`src/rtl/ext_mem_arb_pkg.sv`:
```
// Shared types and constants for the two-port external memory arbiter.
// Holds the FSM state encoding, port count and default timeout.
`timescale 1ns/1ps
package ext_mem_arb_pkg;

  localparam int NUM_PORTS       = 2;
  localparam int TIMEOUT_CYC_DEF = 16;

  typedef enum logic [1:0] {
    S_IDLE  = 2'd0,
    S_ISSUE = 2'd1,
    S_WAIT  = 2'd2,
    S_RESP  = 2'd3
  } state_e;

endpackage

```
`src/rtl/ext_mem_arb_rr.sv`:
```
// rr_arb2: round-robin pick between two requesters plus last-grant register.
// Ports: i_clk, i_rst_n, i_req[1:0], i_upd (grant strobe), o_gnt (index), o_any.
`timescale 1ns/1ps
module rr_arb2 (
  input  logic       i_clk,
  input  logic       i_rst_n,
  input  logic [1:0] i_req,
  input  logic       i_upd,
  output logic       o_gnt,
  output logic       o_any
);

  logic r_last;

  assign o_any = |i_req;

  // Contention goes to the port not served last.
  always_comb begin
    o_gnt = i_req[1];
    if (&i_req)
      o_gnt = ~r_last;
  end

  // Resets to 1 so port 0 wins the first contention.
  always_ff @(posedge i_clk or negedge i_rst_n) begin
    if (!i_rst_n)
      r_last <= 1'b1;
    else if (i_upd && o_any)
      r_last <= o_gnt;
  end

endmodule

```
`src/rtl/ext_mem_arb.sv`:
```
// ext_mem_arb: two masters share one memory slave, one access at a time.
// Ports: clock/reset, m0_*/m1_* master ports, s_* slave port.
`timescale 1ns/1ps
module ext_mem_arb
  import ext_mem_arb_pkg::*;
#(
  parameter int ADDR_WIDTH  = 32,
  parameter int DATA_WIDTH  = 32,
  parameter int TIMEOUT_CYC = TIMEOUT_CYC_DEF
) (
  input  logic                    mem_clk_i,
  input  logic                    rst_n_i,
  input  logic [ADDR_WIDTH-1:0]   m0_addr_i,
  input  logic [DATA_WIDTH-1:0]   m0_wdata_i,
  input  logic [ADDR_WIDTH/8-1:0] m0_sel_i,
  input  logic                    m0_wen_i,
  input  logic                    m0_ren_i,
  output logic [DATA_WIDTH-1:0]   m0_rdata_o,
  output logic                    m0_err_o,
  output logic                    m0_ack_o,
  input  logic [ADDR_WIDTH-1:0]   m1_addr_i,
  input  logic [DATA_WIDTH-1:0]   m1_wdata_i,
  input  logic [ADDR_WIDTH/8-1:0] m1_sel_i,
  input  logic                    m1_wen_i,
  input  logic                    m1_ren_i,
  output logic [DATA_WIDTH-1:0]   m1_rdata_o,
  output logic                    m1_err_o,
  output logic                    m1_ack_o,
  output logic [ADDR_WIDTH-1:0]   s_addr_o,
  output logic [DATA_WIDTH-1:0]   s_wdata_o,
  output logic [ADDR_WIDTH/8-1:0] s_sel_o,
  output logic                    s_wen_o,
  output logic                    s_ren_o,
  input  logic [DATA_WIDTH-1:0]   s_rdata_i,
  input  logic                    s_err_i,
  input  logic                    s_ack_i
);

  localparam int SW = ADDR_WIDTH / 8;
  localparam int CW = $clog2(TIMEOUT_CYC + 1);

  state_e                r_state;
  state_e                w_next;
  logic                  r_port;
  logic [ADDR_WIDTH-1:0] r_addr;
  logic [DATA_WIDTH-1:0] r_wdata;
  logic [SW-1:0]         r_sel;
  logic                  r_wen;
  logic                  r_ren;
  logic                  r_err;
  logic [CW-1:0]         r_cnt;
  logic [DATA_WIDTH-1:0] r_rdata0;
  logic [DATA_WIDTH-1:0] r_rdata1;

  logic [1:0]            w_req;
  logic                  w_gnt;
  logic                  w_any;
  logic                  w_upd;
  logic                  w_resp;
  logic                  w_wen;
  logic                  w_ren;
  logic                  w_tmo;
  logic                  w_done;
  logic                  w_cap;
  logic [DATA_WIDTH-1:0] w_cap_val;

  assign w_req = {m1_wen_i | m1_ren_i,
                  m0_wen_i | m0_ren_i};

  rr_arb2 u_rr (
    .i_clk   (mem_clk_i),
    .i_rst_n (rst_n_i),
    .i_req   (w_req),
    .i_upd   (w_upd),
    .o_gnt   (w_gnt),
    .o_any   (w_any)
  );

  assign w_wen = w_gnt ? m1_wen_i : m0_wen_i;
  assign w_ren = w_gnt ? m1_ren_i : m0_ren_i;

  assign w_tmo  = (r_cnt == CW'(TIMEOUT_CYC - 1));
  assign w_done = s_ack_i | w_tmo;

  // A timed-out read returns zero data.
  assign w_cap     = (r_state == S_WAIT) && w_done && r_ren;
  assign w_cap_val = s_ack_i ? s_rdata_i : '0;

  always_ff @(posedge mem_clk_i or negedge rst_n_i) begin
    if (!rst_n_i)
      r_state <= S_IDLE;
    else
      r_state <= w_next;
  end

  always_comb begin
    w_next  = r_state;
    w_upd   = 1'b0;
    w_resp  = 1'b0;
    s_wen_o = 1'b0;
    s_ren_o = 1'b0;
    unique case (r_state)
      S_IDLE: begin
        if (w_any) begin
          w_upd  = 1'b1;
          // Read+write together is illegal: answer with error, no slave access.
          w_next = (w_wen && w_ren) ? S_RESP : S_ISSUE;
        end
      end
      S_ISSUE: begin
        s_wen_o = r_wen;
        s_ren_o = r_ren;
        w_next  = S_WAIT;
      end
      S_WAIT: begin
        if (w_done)
          w_next = S_RESP;
      end
      S_RESP: begin
        w_resp = 1'b1;
        w_next = S_IDLE;
      end
      default: w_next = S_IDLE;
    endcase
  end

  always_ff @(posedge mem_clk_i or negedge rst_n_i) begin
    if (!rst_n_i) begin
      r_port   <= 1'b0;
      r_addr   <= '0;
      r_wdata  <= '0;
      r_sel    <= '0;
      r_wen    <= 1'b0;
      r_ren    <= 1'b0;
      r_err    <= 1'b0;
      r_cnt    <= '0;
      r_rdata0 <= '0;
      r_rdata1 <= '0;
    end else begin
      if (r_state == S_IDLE && w_any) begin
        r_port  <= w_gnt;
        r_addr  <= w_gnt ? m1_addr_i : m0_addr_i;
        r_wdata <= w_gnt ? m1_wdata_i : m0_wdata_i;
        r_sel   <= w_gnt ? m1_sel_i : m0_sel_i;
        r_wen   <= w_wen;
        r_ren   <= w_ren;
        r_err   <= w_wen & w_ren;
      end
      if (r_state == S_ISSUE)
        r_cnt <= '0;
      if (r_state == S_WAIT) begin
        if (s_ack_i)
          r_err <= s_err_i;
        else if (w_tmo)
          r_err <= 1'b1;
        else
          r_cnt <= r_cnt + CW'(1);
      end
      if (w_cap && !r_port)
        r_rdata0 <= w_cap_val;
      if (w_cap && r_port)
        r_rdata1 <= w_cap_val;
    end
  end

  assign s_addr_o  = r_addr;
  assign s_wdata_o = r_wdata;
  assign s_sel_o   = r_sel;

  assign m0_ack_o   = w_resp & ~r_port;
  assign m1_ack_o   = w_resp & r_port;
  assign m0_err_o   = w_resp & ~r_port & r_err;
  assign m1_err_o   = w_resp & r_port & r_err;
  assign m0_rdata_o = r_rdata0;
  assign m1_rdata_o = r_rdata1;

endmodule

```
`config.mk`:
```
export PLATFORM = sky130hd
export DESIGN_NAME = ext_mem_arb
export DESIGN_NICKNAME = d
export VERILOG_FILES = /design/src/rtl/ext_mem_arb_pkg.sv /design/src/rtl/ext_mem_arb_rr.sv /design/src/rtl/ext_mem_arb.sv
export SDC_FILE = /design/constraint.sdc
export NUM_CORES = 1
export LEC_CHECK = 0
export CORE_MARGIN = 5
export CORE_UTILIZATION = 44
export DETAILED_ROUTE_END_ITERATION = 10
export GPL_TIMING_DRIVEN = 0
export PLACE_DENSITY = 0.86
export SLEW_MARGIN = 25
export SYNTH_ARGS = -nofsm -noshare
export SYNTH_HDL_FRONTEND = slang
export SYNTH_HIERARCHICAL = 1
export SYNTH_SLANG_ARGS = --single-unit
export TNS_END_PERCENT = 5
```
`constraint.sdc`:
```
create_clock -name mem_clk_i -period 4.21 [get_ports mem_clk_i]
set_input_delay 1.263 -clock mem_clk_i [delete_from_list [all_inputs] [get_ports mem_clk_i]]
set_output_delay 1.263 -clock mem_clk_i [all_outputs]
set_load 0.05 [all_outputs]
```
Word level (Yosys, flattened, before mapping) --
Index checks and enable logic that the tools add are counted.
Storage, ports and cells: input port bits 176, bits in registers 144, output and inout bits 138, bits in read-only memories 0, RAM bits 0, bits in latches 0, memories 0
Operators by class: magnitude comparators 0, bitwise operators 10, equal/unequal tests 6, muxes and demuxes 24, add/subtract/negate cells 1, reduce and logical (&&, ||, !) cells 12, shift operators 0, div/mod/pow operators 0, $mul 0
Operators by type and width (count):
- two-way mux 32 bit | 3
- two-way mux 5 bit | 4
- two-way mux 1 bit | 12
- case mux 2 bit (4 select lines) | 1
- logical AND 1 bit | 7
- two-way mux 2 bit | 3
- adder 5 x 1 -> 5 bit (second input constant) | 1
- AND 1 bit | 5
- == test 5 x 4 -> 1 bit (second input constant) | 1
- == test 2 bit (second input constant) | 2
- two-way mux 4 bit | 1
- AND reduction 2 bit | 2
- bitwise OR 1 bit | 3
- == test 2 x 1 -> 1 bit (second input constant) | 1
- zero test 2 bit | 1
- != test 2 x 1 -> 1 bit (second input constant) | 1
- != test 2 bit (second input constant) | 1
- inverter 1 bit | 2
- OR reduction 2 bit | 1
- zero test 1 bit | 1

Logic depth before layout (Yosys ltp) --
depth after elaboration 9, depth in mapped cells 7

Cells and area by module --
Netlist, hierarchy kept.
Modules (own cells, without submodules):
- ext_mem_arb | area an instance 6436.2 um^2, times used 1, cells each 542
- rr_arb2 | area an instance 51.3 um^2, times used 1, cells each 5

Least setup slack after synthesis --
No wires, ideal clock.
kind input port to flip-flop, start input m1_wen_i, end register r_addr[0] (netlist: s_addr_o[0]), slack 1476 ps, stages on the path 7, buffers on the path 2, library setup time 83 ps, arrival 2652 ps, data required time 4127 ps, path through or2_2 > or2_1 > nand2_1 > clkbuf_1 > clkbuf_1 > nand2_1 > o21ai_0
RTL lines:
- start, declared | line ext_mem_arb.sv:24 | input logic m1_wen_i,
- bitwise OR 1 bit | line ext_mem_arb.sv:67 | assign w_req = {m1_wen_i | m1_ren_i,
- OR reduction 2 bit | line ext_mem_arb_rr.sv:15 | assign o_any = |i_req;
- via w_any | line ext_mem_arb.sv:57 | logic w_any;
- logical AND 1 bit | line ext_mem_arb.sv:140 | if (r_state == S_IDLE && w_any) begin
- end signal, assigned | line ext_mem_arb.sv:142 | r_addr <= w_gnt ? m1_addr_i : m0_addr_i;
- end, declared | line ext_mem_arb.sv:45 | logic [ADDR_WIDTH-1:0] r_addr;
The timed path passes the listed nets, and every way through them passes these cells. A chain may end at the register's enable or synchronous reset.

Worst setup path in the final report --
start input m1_wen_i, end register r_addr[8] (netlist: s_addr_o[8])
RTL lines:
- bitwise OR 1 bit | line ext_mem_arb.sv:67
- via w_req[1] | line ext_mem_arb.sv:55 | logic [1:0] w_req;
- OR reduction 2 bit | line ext_mem_arb_rr.sv:15
- via w_any | line ext_mem_arb.sv:57
- logical AND 1 bit | line ext_mem_arb.sv:140
The timed path passes the listed nets, and every way through them passes these cells.

==> impl_metrics.json <==
{
  "synth_most_common_cell": "dfrtp_1",
  "cts_setup_buffers": 0,
  "synth_largest_area_cell": "dfrtp_1",
  "cts_buffer_depth": 2,
  "synth_edf_count": 0,
  "max_freq_mhz": 294,
  "ys_ff_latch": 144,
  "grt-ovfl-total": 0,
  "postRouteAntennaNets": 0,
  "grt_max_degree": 82,
  "drc_errors": 0,
  "r2r_setup_slack_ps": 2020,
  "period_needed_ps": 3400,
  "clk_latency_ps": 410,
  "rsz0062_at_grt": "false",
  "finClkSkew_ps": 8.58,
  "synthTopCellsByCount": "143 x dfrtp_1, 78 x nand2_1, 71 x mux2i_1, 71 x o21ai_0, 62 x mux2_2",
  "std_cell_rows": 44,
  "synth_compound_area_share_pct": 7.41,
  "netlist.area_leader.share_pct": 55.2,
  "setup_violations": 0,
  "first_pass_iters": 4,
  "syn_to_final_growth_pct": 61.8,
  "p_total_w": 0.00916,
  "dr.max_layer_used": "met4",
  "end_kind": "flip-flop",
  "p_seq_share_pct": 26.3,
  "drt-initial-drc-count": 172,
  "timing.rr.start": "r_state[0]$_DFFE_PN0P_",
  "hold_viol_final": 0,
  "clock-root-buffer": "clkbuf_16",
  "route.met3.wl_microns": 1540,
  "chipHeight_microns": 131,
  "post_cts_resized": 0,
  "syn_nets": 729,
  "nets": 1061,
  "min_delay_path_depth": 2,
  "fin_area_sq_um": 10500,
  "vias_per_cell": 4.96,
  "grt_pass1_vias": 5566,
  "wl_met1_microns": 7220,
  "dr_wl_met2_microns": 9680,
  "start_kind": "input pin",
  "yosysWarnings": 6,
  "portBuffers": 312,
  "dieArea_sq_um": 17300,
  "synth_area_leaders": "dfrtp_1 55%, mux2i_1 11%, mux2_2 11%",
  "swShare_pct": 46.7,
  "htreeDepth": 4,
  "n_antenna_cell": 0,
  "powerDensity_nw_per_um2": 873,
  "hp-start": "r_wen$_DFFE_PN0N_",
  "worst_r2r_path_depth": 7,
  "numClockSinks": 144,
  "synth-adder-area-share_pct": 1.16,
  "dp_cells": 1044,
  "crit_arrival_ps": 3720,
  "clkPwrFrac_pct": 17.2,
  "synth_xor_area_share_pct": 0,
  "clkTransAtPathRegs_ps": 60,
  "syn_avg_cell_area_sq_um": 11.9,
  "ir_worst_vdd_uv": 398,
  "power.internal_w": 0.00488,
  "drt_wl_total_microns": 18700,
  "min_path_type": "flip-flop to flip-flop",
  "p_switching_w": 0.00428,
  "dp_hpwl_microns": 14800,
  "ioPinCount": 314,
  "cp.required_ps": 4530,
  "gp_congestion": 0.772,
  "grt_pass1_wl_microns": 29600,
  "synthDistinctLibCells": 37,
  "placed_area_sq_um": 9870,
  "maxCapViolations": 0,
  "synth_area_sq_um": 6490,
  "numCtsBuffers": 17,
  "wl_per_cell_microns": 17.4,
  "post-route-period-util_pct": 80.7,
  "hold-worst-slack_ps": 470,
  "drv_slew": 0,
  "core_area_sq_um": 14500,
  "cts_tree": "yes",
  "worstPathMaxFanout": 10,
  "outcome": "complete, no violations",
  "die_w_microns": 131,
  "initial_core_util_pct": 44.8,
  "antenna_found_initial": 0,
  "fin_cells": 1076,
  "seq_area_frac_synth_pct": 55.6,
  "crit_type": "input pin to flip-flop",
  "combinationalPowerShare_pct": 56.5,
  "async_flop_share_pct": 100,
  "muxShareOfSynthArea_pct": 22.4,
  "drive_above_1_share_pct": 12.6,
  "postCtsHoldBufs": 0,
  "worstMarginPinSlew_ps": 579,
  "min_delay_worst_endpoint": "r_wen$_DFFE_PN0N_",
  "r2r_end": "s_addr_o[8]$_DFFE_PN0N_",
  "ys.flop_type": "dfrtp_1",
  "power.leakage_nw": 4.65,
  "track_usage_pct": 21.2,
  "netlist_instances": 547,
  "routed-via-count": 5335,
  "setup_tns_ps": 0,
  "synth_top_family_by_area": "multiplexers",
  "yosys.area_share.simple_pct": 10.4,
  "slew_headroom_pct": 61.3
}
[worst max-delay path: stages]
cell,delay [ps]
clkdlybuf4s50_1,450
or2_2,330
or2_1,250
nand2_1,310
clkbuf_1,500
clkbuf_1,410
nand2_1,110
o21ai_0,90
[routing by layer]
layer,vias up,GRT usage [%]
li1,2565,-
met4,0,6.23
met5,-,0
met1,2540,23.9
met3,20,6.88
met2,210,38.3
[worst max-delay path by stage]
| stage | startpoint | endpoint |
|---|---|---|
| finish | m1_wen_i | s_addr_o[8]$_DFFE_PN0N_ |
| global route | m1_wen_i | s_addr_o[5]$_DFFE_PN0N_ |
| CTS | m1_wen_i | s_addr_o[8]$_DFFE_PN0N_ |
| detailed placement | m1_wen_i | s_sel_o[3]$_DFFE_PN0N_ |
| global placement | rst_n_i | s_addr_o[26]$_DFFE_PN0N_ |
| floorplan | m1_wen_i | s_addr_o[0]$_DFFE_PN0N_ |
[final cells by class]
| type | instances | area (sq um) |
|---|---|---|
| flip-flops and latches | 144 | 3600 |
| clock inverters | 9 | 155 |
| fillers | 1071 | 3980 |
| multi-input cells | 365 | 2690 |
| well taps | 184 | 230 |
| repair buffers | 313 | 3160 |
| plain buffers | 33 | 179 |
| clock buffers | 23 | 468 |
| inverters | 5 | 18.8 |
[state kept, by name, summed over array words and instances (netlist names)]
| name | flops |
|---|---|
| r_ren | 1 |
| s_wdata_o | 32 |
| r_wen | 1 |
| u_rr/r_last | 1 |
| s_addr_o | 32 |
| r_port | 1 |
| m1_rdata_o | 32 |
| s_sel_o | 4 |
| r_state | 2 |
| r_err | 1 |
| m0_rdata_o | 32 |
| r_cnt | 5 |
[per-stage QoR]
stage	util, %	setup slack [ps]
finish	72.5	813
global route	72.5	543
CTS	72.5	749
detailed placement	68.2	340
global placement	68.0	-3890
floorplan	-	1480
[kinds of logic (layout without fill, tap and decap cells)]
kind of cell	count (synthesis)	count (layout)
flip-flops	144	144
multiplexers	137	137
AND/OR/NAND/NOR	136	136
AO/OA/AOI/OAI	86	86
buffers and inverters	38	383
adder cells (fa/ha/maj)	6	6
[cells in the final DEF (no fill, tap or decap), types with 4 or more instances in the layout]
cell type        Yosys  layout
buf_6                6       6
mux2_1               4       4
clkdlybuf4s50_1      0     311
mux2i_1             71      71
dfrtp_1            143     143
and2_1              36      36
nand2_1             78      78
bufinv_16            0       4
mux2_2              62      62
ha_1                 6       6
clkbuf_1            19      23
clkbuf_16            0      17
a21oi_1              4       4
nor2b_1              5       5
inv_1                5       5
buf_2                8       8
o21ai_0             71      71
[power by group through the flow]
stage                     Combinational, W  Sequential [W]  Clock [W]
final                              0.00518         0.00241    0.00158
after global routing               0.00545         0.00248    0.00166
after CTS                          0.00524         0.00241    0.00161
after detailed placement           0.00522         0.00243          0
after global placement             0.00516         0.00240          0
after floorplan                    0.00123         0.00450          0
Note: power is estimated with default switching activity, not from simulation.
